==> src/rtl/rf_write_scheduler_pkg.sv <==
// rtl/rf_write_scheduler_pkg.sv - shared widths, state encodings and commit entry type
package rf_write_scheduler_pkg;

    localparam int REG_ADDR_BUS   = 5;
    localparam int DATA_BUS       = 32;
    localparam int ROB_ADDR_WIDTH = 5;
    localparam int ROB_ADDR_BUS   = ROB_ADDR_WIDTH;
    localparam int NUM_REGS       = 1 << REG_ADDR_BUS;

    localparam logic [1:0] ST_NORMAL  = 2'd0;
    localparam logic [1:0] ST_FIXUP   = 2'd1;
    localparam logic [1:0] ST_DRAIN   = 2'd2;
    localparam logic [1:0] ST_RESTORE = 2'd3;

    typedef struct packed {
        logic [REG_ADDR_BUS-1:0] addr;
        logic [ROB_ADDR_BUS-1:0] tag;
        logic [DATA_BUS-1:0]     data;
    } commit_entry_t;

    function automatic logic [DATA_BUS-1:0] tag_to_data(input logic [ROB_ADDR_BUS-1:0] tag);
        return {{(DATA_BUS-ROB_ADDR_BUS){1'b0}}, tag};
    endfunction

endpackage

==> src/rtl/rf_write_scheduler_commit_fifo.sv <==
// rtl/rf_write_scheduler_commit_fifo.sv - synchronous FIFO buffering retired register writes
module rf_write_scheduler_commit_fifo #(
    parameter int DEPTH = 4,
    parameter int WIDTH = 8
) (
    input  logic                      clk_i,
    input  logic                      rst_i,
    input  logic                      push_i,
    input  logic [WIDTH-1:0]          push_data_i,
    input  logic                      pop_i,
    output logic                      full_o,
    output logic                      empty_o,
    output logic [$clog2(DEPTH):0]    count_o,
    output logic [WIDTH-1:0]          head_o
);

    localparam int AW = $clog2(DEPTH);

    logic [WIDTH-1:0] mem_q [DEPTH];
    logic [AW:0]      wr_ptr_q;
    logic [AW:0]      rd_ptr_q;
    logic             do_push;
    logic             do_pop;

    // Extra pointer MSB distinguishes full from empty when the low bits match.
    assign full_o  = (wr_ptr_q[AW] != rd_ptr_q[AW]) && (wr_ptr_q[AW-1:0] == rd_ptr_q[AW-1:0]);
    assign empty_o = (wr_ptr_q == rd_ptr_q);
    assign count_o = wr_ptr_q - rd_ptr_q;
    assign head_o  = mem_q[rd_ptr_q[AW-1:0]];

    assign do_pop  = pop_i && !empty_o;
    assign do_push = push_i && (!full_o || do_pop);

    always_ff @(posedge clk_i) begin
        if (rst_i) begin
            wr_ptr_q <= '0;
            rd_ptr_q <= '0;
        end else begin
            if (do_push) wr_ptr_q <= wr_ptr_q + {{AW{1'b0}}, 1'b1};
            if (do_pop)  rd_ptr_q <= rd_ptr_q + {{AW{1'b0}}, 1'b1};
        end
    end

    always_ff @(posedge clk_i) begin
        if (do_push) mem_q[wr_ptr_q[AW-1:0]] <= push_data_i;
    end

endmodule

==> src/rtl/rf_write_scheduler.sv <==
// rtl/rf_write_scheduler.sv - arbitrates the register file write channel between rename and commit
module rf_write_scheduler
    import rf_write_scheduler_pkg::*;
#(
    parameter int COMMIT_FIFO_DEPTH = 4
) (
    input  logic                     clk_i,
    input  logic                     rst_i,
    input  logic                     rename_valid_i,
    output logic                     rename_ready_o,
    input  logic [REG_ADDR_BUS-1:0]  rename_addr_i,
    input  logic [ROB_ADDR_BUS-1:0]  rename_tag_i,
    input  logic                     commit_valid_i,
    output logic                     commit_ready_o,
    input  logic [REG_ADDR_BUS-1:0]  commit_addr_i,
    input  logic [ROB_ADDR_BUS-1:0]  commit_tag_i,
    input  logic [DATA_BUS-1:0]      commit_data_i,
    input  logic                     flush_req_i,
    output logic                     flush_done_o,
    output logic                     rf_read_hold_o,
    output logic                     rf_write_en_o,
    output logic                     rf_write_restore_o,
    output logic                     rf_write_is_ref_o,
    output logic [REG_ADDR_BUS-1:0]  rf_write_addr_o,
    output logic [DATA_BUS-1:0]      rf_write_data_o
);

    localparam int CNT_W = $clog2(COMMIT_FIFO_DEPTH) + 1;

    logic [1:0]              state_q, state_d;
    logic [NUM_REGS-1:0]     shadow_valid_q;
    logic [ROB_ADDR_BUS-1:0] shadow_tag_q [NUM_REGS];

    commit_entry_t           push_entry;
    commit_entry_t           head;
    logic                    fifo_full;
    logic                    fifo_empty;
    logic [CNT_W-1:0]        fifo_count;
    logic                    fifo_push;
    logic                    fifo_pop;

    logic                    do_head;
    logic                    shadow_set;
    logic                    shadow_clr;
    logic                    shadow_clr_all;

    assign push_entry = '{addr: commit_addr_i, tag: commit_tag_i, data: commit_data_i};
    assign fifo_push  = commit_valid_i && commit_ready_o;

    rf_write_scheduler_commit_fifo #(
        .DEPTH (COMMIT_FIFO_DEPTH),
        .WIDTH ($bits(commit_entry_t))
    ) u_commit_fifo (
        .clk_i       (clk_i),
        .rst_i       (rst_i),
        .push_i      (fifo_push),
        .push_data_i (push_entry),
        .pop_i       (fifo_pop),
        .full_o      (fifo_full),
        .empty_o     (fifo_empty),
        .count_o     (fifo_count),
        .head_o      (head)
    );

    always_comb begin
        state_d            = state_q;
        rename_ready_o     = 1'b0;
        commit_ready_o     = 1'b0;
        flush_done_o       = 1'b0;
        rf_read_hold_o     = 1'b0;
        rf_write_en_o      = 1'b0;
        rf_write_restore_o = 1'b0;
        rf_write_is_ref_o  = 1'b0;
        rf_write_addr_o    = '0;
        rf_write_data_o    = '0;
        fifo_pop           = 1'b0;
        do_head            = 1'b0;
        shadow_set         = 1'b0;
        shadow_clr         = 1'b0;
        shadow_clr_all     = 1'b0;

        if (!rst_i) begin
            case (state_q)
                ST_NORMAL: begin
                    commit_ready_o = !fifo_full && !flush_req_i;
                    rename_ready_o = !fifo_full && !flush_req_i;
                    if (flush_req_i) begin
                        state_d = fifo_empty ? ST_RESTORE : ST_DRAIN;
                    end else if (fifo_full) begin
                        do_head = 1'b1;
                    end else if (rename_valid_i) begin
                        if (rename_addr_i != '0) begin
                            rf_write_en_o     = 1'b1;
                            rf_write_is_ref_o = 1'b1;
                            rf_write_addr_o   = rename_addr_i;
                            rf_write_data_o   = tag_to_data(rename_tag_i);
                            shadow_set        = 1'b1;
                        end
                    end else if (!fifo_empty) begin
                        do_head = 1'b1;
                    end

                    if (do_head) begin
                        if (head.addr == '0) begin
                            fifo_pop = 1'b1;
                        end else begin
                            rf_write_en_o   = 1'b1;
                            rf_write_addr_o = head.addr;
                            rf_write_data_o = head.data;
                            // A newer rename owns this register: write the value, then re-point it.
                            if (shadow_valid_q[head.addr] && shadow_tag_q[head.addr] != head.tag) begin
                                rf_read_hold_o = 1'b1;
                                rename_ready_o = 1'b0;
                                state_d        = ST_FIXUP;
                            end else begin
                                fifo_pop   = 1'b1;
                                shadow_clr = 1'b1;
                            end
                        end
                    end
                end
                ST_FIXUP: begin
                    rf_write_en_o     = 1'b1;
                    rf_write_is_ref_o = 1'b1;
                    rf_write_addr_o   = head.addr;
                    rf_write_data_o   = tag_to_data(shadow_tag_q[head.addr]);
                    fifo_pop          = 1'b1;
                    state_d           = ST_NORMAL;
                end
                ST_DRAIN: begin
                    fifo_pop = 1'b1;
                    if (head.addr != '0) begin
                        rf_write_en_o   = 1'b1;
                        rf_write_addr_o = head.addr;
                        rf_write_data_o = head.data;
                    end
                    if (fifo_count == CNT_W'(1)) state_d = ST_RESTORE;
                end
                default: begin
                    rf_write_restore_o = 1'b1;
                    flush_done_o       = 1'b1;
                    shadow_clr_all     = 1'b1;
                    state_d            = ST_NORMAL;
                end
            endcase
        end
    end

    always_ff @(posedge clk_i) begin
        if (rst_i) begin
            state_q        <= ST_NORMAL;
            shadow_valid_q <= '0;
        end else begin
            state_q <= state_d;
            if (shadow_clr_all) begin
                shadow_valid_q <= '0;
            end else begin
                if (shadow_set) shadow_valid_q[rename_addr_i] <= 1'b1;
                if (shadow_clr) shadow_valid_q[head.addr] <= 1'b0;
            end
        end
    end

    always_ff @(posedge clk_i) begin
        if (shadow_set) shadow_tag_q[rename_addr_i] <= rename_tag_i;
    end

endmodule

==> config.mk <==
export PLATFORM = sky130hd
export DESIGN_NAME = rf_write_scheduler
export DESIGN_NICKNAME = d
export VERILOG_FILES = /design/src/rtl/rf_write_scheduler_pkg.sv /design/src/rtl/rf_write_scheduler_commit_fifo.sv /design/src/rtl/rf_write_scheduler.sv
export SDC_FILE = /design/constraint.sdc
export NUM_CORES = 1
export LEC_CHECK = 0
export CAP_MARGIN = 40
export CORE_MARGIN = 2
export CORE_UTILIZATION = 40
export DETAILED_ROUTE_END_ITERATION = 6
export GPL_TIMING_DRIVEN = 0
export PLACE_DENSITY = 0.56
export REMOVE_ABC_BUFFERS = 1
export SYNTH_ARGS = -nofsm -noshare
export SYNTH_HDL_FRONTEND = slang
export SYNTH_HIERARCHICAL = 1
export SYNTH_SLANG_ARGS = --single-unit
export TNS_END_PERCENT = 100
==> constraint.sdc <==
create_clock -name clk_i -period 5.9 [get_ports clk_i]
set_clock_uncertainty 0.05 [all_clocks]
set_input_delay 1.18 -clock clk_i [delete_from_list [all_inputs] [get_ports clk_i]]
set_output_delay 1.18 -clock clk_i [all_outputs]
set_load 0.02 [all_outputs]
==> results of run 1 <==
synth_stat cells (3+ instances only):
master     count  area share [%]
edfxtp_1     328              64
mux2i_1       66             4.3
nor2_1        63             1.5
mux4_2        58             8.5
dfxtp_1       42             5.5
and3_1        37             1.5
o21ai_0       35             1.1
o22ai_1       33             1.3
clkbuf_1      24            0.59
buf_2         19            0.62
a41oi_1       18             1.0
nand2_1       18            0.44
a22oi_1       13            0.63
a21oi_1       12            0.39
inv_1         12            0.29
ha_1          11            0.89
a31oi_1       10            0.41
buf_6          9            0.66
nor4_1         8            0.33
nor3_1         7            0.23
nand4bb_1      6            0.44
and2_1         5            0.20
buf_1          5            0.12
buf_4          5            0.24
nand3_1        5            0.16
nand3b_1       5            0.24
nor3b_1        5            0.24
a222oi_1       4            0.26
and3b_1        4            0.23
nor2b_1        4            0.16
or4b_4         4            0.36
nand4_1        3            0.12
nor4_2         3            0.24
nor4b_1        3            0.17
or3_1          3            0.12
xnor2_1        3            0.17
power by group:
part | leakage (nW) | internal [mW] | switching [mW]
logic | 2.38 | 0.509 | 0.686
registers | 3.30 | 2.90 | 0.0230
clock network | 0.603 | 1.36 | 0.997
total | 6.28 | 4.77 | 1.71
state kept, by name, summed over array words and instances, names as in the netlist, named ones only:
| register | flops |
|---|---|
| u_commit_fifo/rd_ptr_q | 3 |
| u_commit_fifo/wr_ptr_q | 3 |
| shadow_tag_q | 160 |
| shadow_valid_q | 32 |
| state_q | 2 |
| u_commit_fifo/mem_q | 168 |
logic make-up (layout without fill, tap and decap cells):
kind of cell             Yosys count  in the layout
flip-flops                       370            370
AND/OR/NAND/NOR                  198            198
AO/OA/AOI/OAI                    139            139
multiplexers                     128            133
buffers and inverters             75            223
adder cells (fa/ha/maj)           12             12
XOR/XNOR                           4              4
other                              1              6
layout make-up:
class	instances	area, µm²	area share [%]
antenna	1	2.502	0.01327
clock buffer	49	1056	5.602
clock inverter	24	167.7	0.8894
inverter	12	45.04	0.2389
multi-input combinational	491	4632	24.57
sequential	370	10700	56.75
tap	511	639.4	3.392
timing repair buffer	138	1610	8.542
layer usage:
metal	wire length (µm)	global-route usage, %	share of wire (%)
met1	16480	26.04	42
met2	18810	31.67	48
met3	3084	5.353	7.8
met4	1037	6.690	2.6
met5	0	0	0
per-stage QoR:
| stage | TNS [ps] | instance area, µm² | util (%) |
|---|---|---|---|
| after floorplan | -244050 | 15060 | - |
| after global placement | -1075200 | 16700 | 44.24 |
| after detailed placement | -51540 | 17200 | 45.55 |
| after CTS | -1.828 | 18720 | 49.57 |
| after global routing | 0 | 18850 | 49.92 |
| final | 0 | 18850 | 49.93 |
worst min path at each step:
stage | startpoint | cells after the start | to | slack, ps
after floorplan | shadow_valid_q[0]$_SDFF_PP0_ | 1 | shadow_valid_q[0]$_SDFF_PP0_ | 370
after global placement | shadow_valid_q[0]$_SDFF_PP0_ | 1 | shadow_valid_q[0]$_SDFF_PP0_ | 390
after detailed placement | shadow_valid_q[0]$_SDFF_PP0_ | 1 | shadow_valid_q[0]$_SDFF_PP0_ | 400
after CTS | shadow_valid_q[0]$_SDFF_PP0_ | 1 | shadow_valid_q[0]$_SDFF_PP0_ | 420
after global routing | shadow_valid_q[0]$_SDFF_PP0_ | 1 | shadow_valid_q[0]$_SDFF_PP0_ | 450
final | shadow_valid_q[0]$_SDFF_PP0_ | 1 | shadow_valid_q[0]$_SDFF_PP0_ | 430
timing repair:
| action | 4_1_cts | 5_1_grt |
|---|---|---|
| endpoints found under the setup margin | 149 | 2 |
| endpoints found under the hold margin | 0 | 0 |
| setup buffers | 10 | 3 |
| cloned | 5 | 0 |
| pin swaps | 1 | 3 |
| resized for setup | 13 | 17 |
==> impl_results.md, run 1 <==
* Status: finished clean
* Nets at about 1100
* CP Capture Point: rename_ready_o
* Post-synthesis sequential area ratio at a little over two thirds
* Post-synthesis adder-cell area fraction at 1.024%
* Pwr dens at 343.6 nW/µm²
* Worst EP required at 4670 ps
* Cell Count, Final, Fillers Out at approximately 1600
* Flop2flop setup slack at 400 ps
* Syn-to-layout area delta at 22.44%
* Levels on crit path at 12
* CP bufs+invs at 4
* Peak Freq at 180.0 MHz
* Die height at around 200 µm
* Measured slew at the worst slew-check pin at 838.9 ps
* CP Max Fanout at 18
* Final Hold Vio Count at 0
* Initial Util at between 40% and 50%
* Most common cell after layout, fill and taps aside: edfxtp_1
* Clock Sinks at 370
* Site Rows at 71
* Grt ovf at 0
* Hold_ws at 426.0 ps
* Gate Count Post-Synth at 927
* Die area at 40080 µm²
* Synth Area in XOR/XNOR at less than 1%
* DP HPWL at 24160 µm
* Core area at about 38000 µm²
* Post-synth ARST share at 0%
* HP Class: reg -> reg
* Simple-Gate Fraction of Synth Area at around 7.6%
* Antenna Violating Nets Remaining at 0
* Die Wd at 200.2 µm
* Main combinational cell family by area after synthesis: multiplexers
* Max Slew Vio Count at 0
* CTS tree: built
* Final period util at 94.16%
* RD Place Congestion at about 0.81
* Worst Setup Start Kind: flop
* Rel. slew slack at 43.64%
* Overall Global Routing Usage at 19.74%
* Critical path data arrival time at 4330 ps
* Main synth FF type: edfxtp_1
* RSZ-0062 raised after global routing: no
* Vias in the first global route at approximately 9400
* FF-to-FF path depth at 14
* Cell Chain, Critical Path: buf_16 > buf_16 > mux4_2 > buf_12 > or4_4 > o22ai_1 > nor4_4 > and3_1 > nor4_4 > a31oi_2 > a21boi_0 > dlygate4sd2_1
* CTS hold repair buffers at 0
* Total CTS buffers at 40
* H-tree Lvls at 2
* First-iteration detailed-routing DRC count at 858
* Worst-path clk slew at 60 ps
* Crit-path leading delay family: simple AND/OR/NAND/NOR gates
* Max_cap viols at 0
* First-pass GRT wire length at 59420 µm
* Total power at 6.476 mW
* Yosys cell types at 65
* Worst setup margin at ~340 ps
* Root buffer cell: clkbuf_16
* Via count at 9131
* VDD IR max at 0.2545 mV
* EDFF count, synth at between 300 and 400
* Yosys warns at 6
* Area of the mapped netlist at around 15000 µm²
* Io pins at 101
* Fin crit period at between 5000 and 6000 ps
* FF+latch count, synth at 370
* Initial antenna violation count at 1
* Worst Setup End Kind: primary output
* Worst path slowest cell: or4_4
* Avg Synthesized Cell Area at about 17 µm²
* CP peak stage delay at between 500 and 600 ps
* Number of fill cells at 3170
* Leakage power at roughly 6.3 nW
* Pre-CTS WS at -510.4 ps
* Drt wl/cell at 24.69 µm
* Layout cells sized above 1 at 18.36%
* # DRC at 0
* Largest net degree at the start of global routing at 43
* Critical setup path kind: reg -> out
* Via density at 5.721
* Port bufs at 100
* Detailed Routing Iterations Pass 1 at 7
* Reg-to-reg critical path endpoint: u_commit_fifo/mem_q[2][16]$_DFFE_PP_
* Total Routed Length at 39410 µm
* Clk buf depth at 3
* Cell total after placement at 1504
* Worst skew pair latency at 560 ps
* Post-synthesis mux area share at around an eighth
* Post-synthesis compound-gate area fraction at 6.006%
* Setup-failing EPs final at 0
* Most frequent cells in the layout: edfxtp_1 (328), clkdlybuf4s50_1 (98), mux2i_1 (65)
No activity file was read; power rests on OpenSTA's default activity.
==> run 2, diff against run 1 <==
Settings changed: PLACE_DENSITY 0.56 to 0.58, SKIP_LAST_GASP set to 1.
Clock period 5.9 ns to 4.6 ns, I/O delays scaled along.
==> run 2 against run 1 <==
  * The flow now finishes with violations (negative setup slack)
  * Worst setup slack got worse by 810 ps
  * Hold slack hardly changed
  * Critical path type unchanged
  * Count of clock-buffer cells in the layout is 4 higher
  * Utilization rose by 2.6 points
  * Cell count grew 3.9%
  * Final area is 5.2% higher
  * Clock power is 28% higher
  * Combinational power increased by 56%
  * Non-clock buffer count increased by 60
  * Sequential power rose by 28%
==> impl_results.md, run 2 (same netlist as run 1, synthesis figures left out) <==
* RD Place Congestion at 0.8234
* Die Wd at 200.2 µm
* Total power at 8.649 mW
* Port bufs at 100
* FF-to-FF path depth at 16
* Root buffer cell: clkbuf_16
* HP Class: reg -> reg
* Placed cell area at 17100 µm²
* Pwr dens at 436.3 nW/µm²
* Busiest grt layer: met2
* Initial antenna violation count at 1
* Grt ovf at 0
* Met1 usage at 27.50%
* Nets at 1185
* Failing checks: negative setup slack
* Hold_ws at 425.6 ps
* First-iteration detailed-routing DRC count at about 880
* Max FFs per register at 168
* Final instance area at 19820 µm²
* Worst-path clk slew at 70 ps
* Drt wl/cell at roughly 26 µm
* CP Max Fanout at 10
* Setup-failing EPs final at 9
* Overall Global Routing Usage at 20.73%
* Met2 usage at 33.63%
* CP peak stage delay at 770 ps
* Fin crit period at 5067 ps
* Via density at 5.791
* Leakage power at 6.743 nW
* Initial Util at about two fifths
* Cell total after placement at 1499
* Measured slew at the worst slew-check pin at 948.1 ps
* Number of fill cells at 3051
* TNS Setup at -1157 ps
* Worst skew pair latency at 560 ps
* Most common cell after layout, fill and taps aside: edfxtp_1
* Clock Sinks at 370
* Worst Setup End Kind: primary output
* Most used cell, CP: buf_4
* Critical setup path kind: reg -> out
* Critical path data arrival time at 4100 ps
* GR Util met3 at 5.076%
* Rel. slew slack at ~37%
* Syn-to-layout area delta at 28.75%
* Total Routed Length at 42570 µm
* Core area at 37760 µm²
* Vias in the first global route at between 9000 and 10000
* Clk buf depth at 3
* Io pins at about 100
* Via count at roughly 9600
* Die height at 200.2 µm
* Worst path slowest cell: mux4_4
* Max Slew Vio Count at 0
* Peak Freq at 197.3 MHz
* Total CTS buffers at 39
* Hold path cells at 1
* Largest net degree at the start of global routing at 35
* RSZ-0062 raised after global routing: yes
* # DRC at 0
* First-pass GRT wire length at 61840 µm
* Max_cap viols at 0
* Status: finished, violations left
* CTS tree: built
* Final period util at 110.2%
* H-tree Lvls at 2
* Detailed Routing Iterations Pass 1 at 5
* Cell Count, Final, Fillers Out at between 1500 and 2000
* Ant diodes at 0
* Most frequent cells in the layout: edfxtp_1 (328), mux4_2 (62), buf_4 (61)
* CTS hold repair buffers at 0
* Worst Setup Start Kind: flop
* Worst EP required at 3630 ps
* Final Hold Vio Count at 0
* Cell Chain, Critical Path: buf_4 > mux4_4 > bufbuf_16 > mux2i_1 > o22ai_2 > nor4_4 > buf_4 > a21oi_2 > nor4_4 > a31oi_4 > and3b_2 > buf_4
* Site Rows at 71
* Layout cells sized above 1 at 28.95%
* Worst setup margin at -467.4 ps
* DP HPWL at between 20000 and 25000 µm
* VDD IR max at slightly above 0.3 mV
* Antenna Violating Nets Remaining at 0
* Die area at approximately 40000 µm²
## run 2: area by class of cell
type,instances,area [µm²],share of cell area (%)
Clock buffer,53,1101,5.555
Clock inverter,19,127.6,0.6438
Inverter,12,45.04,0.2272
Multi-Input combinational cell,495,4986,25.15
Sequential cell,370,10700,53.97
Tap cell,511,639.4,3.225
Timing Repair Buffer,198,2226,11.23
## run 2: report_power, final
part	internal, mW	switching, mW	leakage [nW]	total [mW]
clock network	1.74	1.29	0.599	3.03
registers	3.72	0.0272	3.30	3.75
logic	0.851	1.02	2.85	1.87
total	6.31	2.34	6.74	8.65
## run 2: what timing repair did
item	4_1_cts	5_1_grt
pin swaps	23	25
setup buffers	49	24
resized for setup	186	47
cloned	13	4
endpoints found under the setup margin	248	210
## run 2: through the flow
step	worst slack, ps	utilization, %
detailed placement	-1704	45.29
finish	-467.4	52.50
CTS	-464.7	51.42
global placement	-6257	44.24
global route	-552.9	52.50
floorplan	-2697	-
## run 2: final timing paths
path,end,slack [ps],from
min,shadow_valid_q[0]$_SDFF_PP0_,430,shadow_valid_q[0]$_SDFF_PP0_
max,rf_read_hold_o,-470,flop
min reg2reg,shadow_valid_q[0]$_SDFF_PP0_,430,shadow_valid_q[0]$_SDFF_PP0_
max reg2reg,u_commit_fifo/mem_q[1][2]$_DFFE_PP_,70,flop
## run 2: critical path, delay by kind of cell (launching register included)
kind,cells,cell delay (ps)
DFF,1,370
AOI/OAI and AO/OA,3,400
muxes,2,1020
buffers and inverters,4,830
and+or+nand+nor,3,910
## run 2: layer usage
metal	vias to the layer above	part of all wire, %
met2	452	48
met5	-	0
met4	0	3.3
li1	4171	-
met3	94	8.7
met1	4885	40
==> run 3, diff against run 2 <==
Settings changed: PLACE_DENSITY 0.58 to 0.56.
Clock period 4.6 ns to 6 ns, I/O delays scaled along.
==> run 3 against run 2 <==
  * Highest routed layer unchanged
  * The flow now finishes without violations
  * Worst setup slack better by 800 ps
  * Critical path type unchanged
  * Via count decreased by 4.4%
  * Register-to-register slack better by 380 ps
  * Cell count fell by 3.8%
  * Global-route usage is 1.0 points lower
  * Hold slack better by 1.3 ps
  * Clock power shrank 23%
  * Critical path depth fell by 3
  * Count of clock-buffer cells in the layout is 4 lower
==> impl_results.md, run 3 (same netlist as run 1, synthesis figures left out) <==
* CTS tree: built
* Cell total after placement at 1504
* Die height at 200.2 µm
* Grt ovf at 0
* Cell Chain, Critical Path: buf_4 > mux4_1 > or3_1 > nor3_2 > nor2_4 > buf_16 > a222oi_1 > nor2_1 > clkdlybuf4s50_1
* Most frequent cells in the layout: edfxtp_1 (328), clkdlybuf4s50_1 (98), mux2i_1 (66)
* Core area at 37760 µm²
* Setup-failing EPs final at 0
* Final Hold Vio Count at 0
* Clk buf depth at 3
* Peak Freq at between 150 and 200 MHz
* Worst-path clk slew at 60 ps
* Pwr dens at 338.1 nW/µm²
* Final Core Density at around half
* Max Slew Vio Count at 0
* Hold_ws at 426.9 ps
* Root buffer cell: clkbuf_16
* Drt wl/cell at 24.58 µm
* Worst Setup End Kind: primary output
* CP bufs+invs at 3
* Nets at 1121
* Antenna Violating Nets Remaining at 0
* Measured slew at the worst slew-check pin at 862.2 ps
* Worst EP required at 4750 ps
* Worst skew pair latency at 560 ps
* RD Place Congestion at 0.8064
* Leakage power at 6.272 nW
* Worst path slowest cell: mux4_1
* Overall Global Routing Usage at just under 20%
* CTS hold repair buffers at 0
* Critical setup path kind: reg -> out
* Layout cells sized above 1 at 17.54%
* Final period util at 94.50%
* Die Wd at 200.2 µm
* Max_cap viols at 0
* Total CTS buffers at 40
* Rel. slew slack at 42.08%
* Port bufs at 100
* Clock Sinks at 370
* First-iteration detailed-routing DRC count at 963
* Syn-to-layout area delta at 21.97%
* Vias in the first global route at 9356
* Initial Util at 40.78%
* VDD IR max at 0.2504 mV
* Fin crit period at 5670 ps
* Max FFs per register at roughly 170
* Via count at 9178
* Placed cell area at 17200 µm²
* Via density at 5.754
* Number of fill cells at 3173
* Site Rows at 71
* CP peak stage delay at 910 ps
* Critical path data arrival time at around 4400 ps
* Status: finished clean
* Most common cell after layout, fill and taps aside: edfxtp_1
* HP Class: reg -> reg
* Io pins at ~100
* Final instance area at roughly 19000 µm²
* CP Max Fanout at 19
* Total Routed Length at about 39000 µm
* Cell Count, Final, Fillers Out at 1595
* RSZ-0062 raised after global routing: no
* Die area at 40080 µm²
* H-tree Lvls at 2
* # DRC at 0
* Crit-path leading delay family: simple AND/OR/NAND/NOR gates
* First-pass GRT wire length at between 50000 and 60000 µm
* Detailed Routing Iterations Pass 1 at 5
* Worst Setup Start Kind: flop
* DP HPWL at ~24000 µm
* Largest net degree at the start of global routing at 43
* Initial antenna violation count at 2
==> run 3: cell types whose count changed in the layout (fill, tap and decap cells not counted), sizes merged, moves of 2 or more <==
cell | previous run | this run
clkdlybuf4s15 | 24 | 0
buf | 102 | 37
bufbuf | 3 | 0
dlygate4sd2 | 2 | 0
clkbuf | 59 | 49
clkdlybuf4s50 | 60 | 98
clkinv | 16 | 19
==> run 3: path summary, 6_finish.rpt <==
path	start	endpoint	slack (ps)	cells past startpoint
worst min register to register	shadow_valid_q[0]$_SDFF_PP0_	shadow_valid_q[0]$_SDFF_PP0_	430	1
worst max-delay path	flop	rf_write_data_o[0]	330	9
worst max register to register	flop	u_commit_fifo/mem_q[2][16]$_DFFE_PP_	450	15
worst min-delay path	shadow_valid_q[0]$_SDFF_PP0_	shadow_valid_q[0]$_SDFF_PP0_	430	1
==> run 3: final cells by class <==
cell class / count / area, µm² / share of cell area (%)
Antenna cell: 1 / 2.502 / 0.01333
Clock buffer: 49 / 1056 / 5.624
Clock inverter: 24 / 167.7 / 0.8929
Inverter: 12 / 45.04 / 0.2399
Multi-Input combinational cell: 491 / 4563 / 24.30
Sequential cell: 370 / 10700 / 56.97
Tap cell: 511 / 639.4 / 3.405
Timing Repair Buffer: 137 / 1607 / 8.555
==> run 3: report_power, final <==
part           switching (mW)  internal (mW)  total [mW]
clock                   0.980           1.34        2.32
sequential             0.0223           2.85        2.87
combinational           0.664          0.492        1.16
total                    1.67           4.68        6.35
==> run 3: per-stage QoR <==
| stage | total power [mW] | worst slack (ps) | TNS (ps) |
|---|---|---|---|
| finish | 6.348 | 329.7 | 0 |
| global placement | 3.958 | -4910 | -1051100 |
| global route | 6.592 | 78.86 | 0 |
| CTS | 6.390 | 4.947 | 0 |
| floorplan | 3.534 | -1297 | -223770 |
| detailed placement | 4.009 | -410.4 | -37080 |
==> run 3: what timing repair did <==
item / 4_1_cts / 5_1_grt
setup endpoints to repair: 149 / 2
setup buffers: 10 / 2
resized for setup: 10 / 8
pin swaps: 1 / 2
gates cloned: 5 / 0
==> run 3: metal layers <==
layer  global-route usage [%]  vias up  part of all wire (%)
met2                    31.57      364                    48
met5                        0        -                     0
li1                         -     4035                     -
met3                    5.304       75                   8.1
met1                    26.06     4704                    41
met4                    6.690        0                   2.5
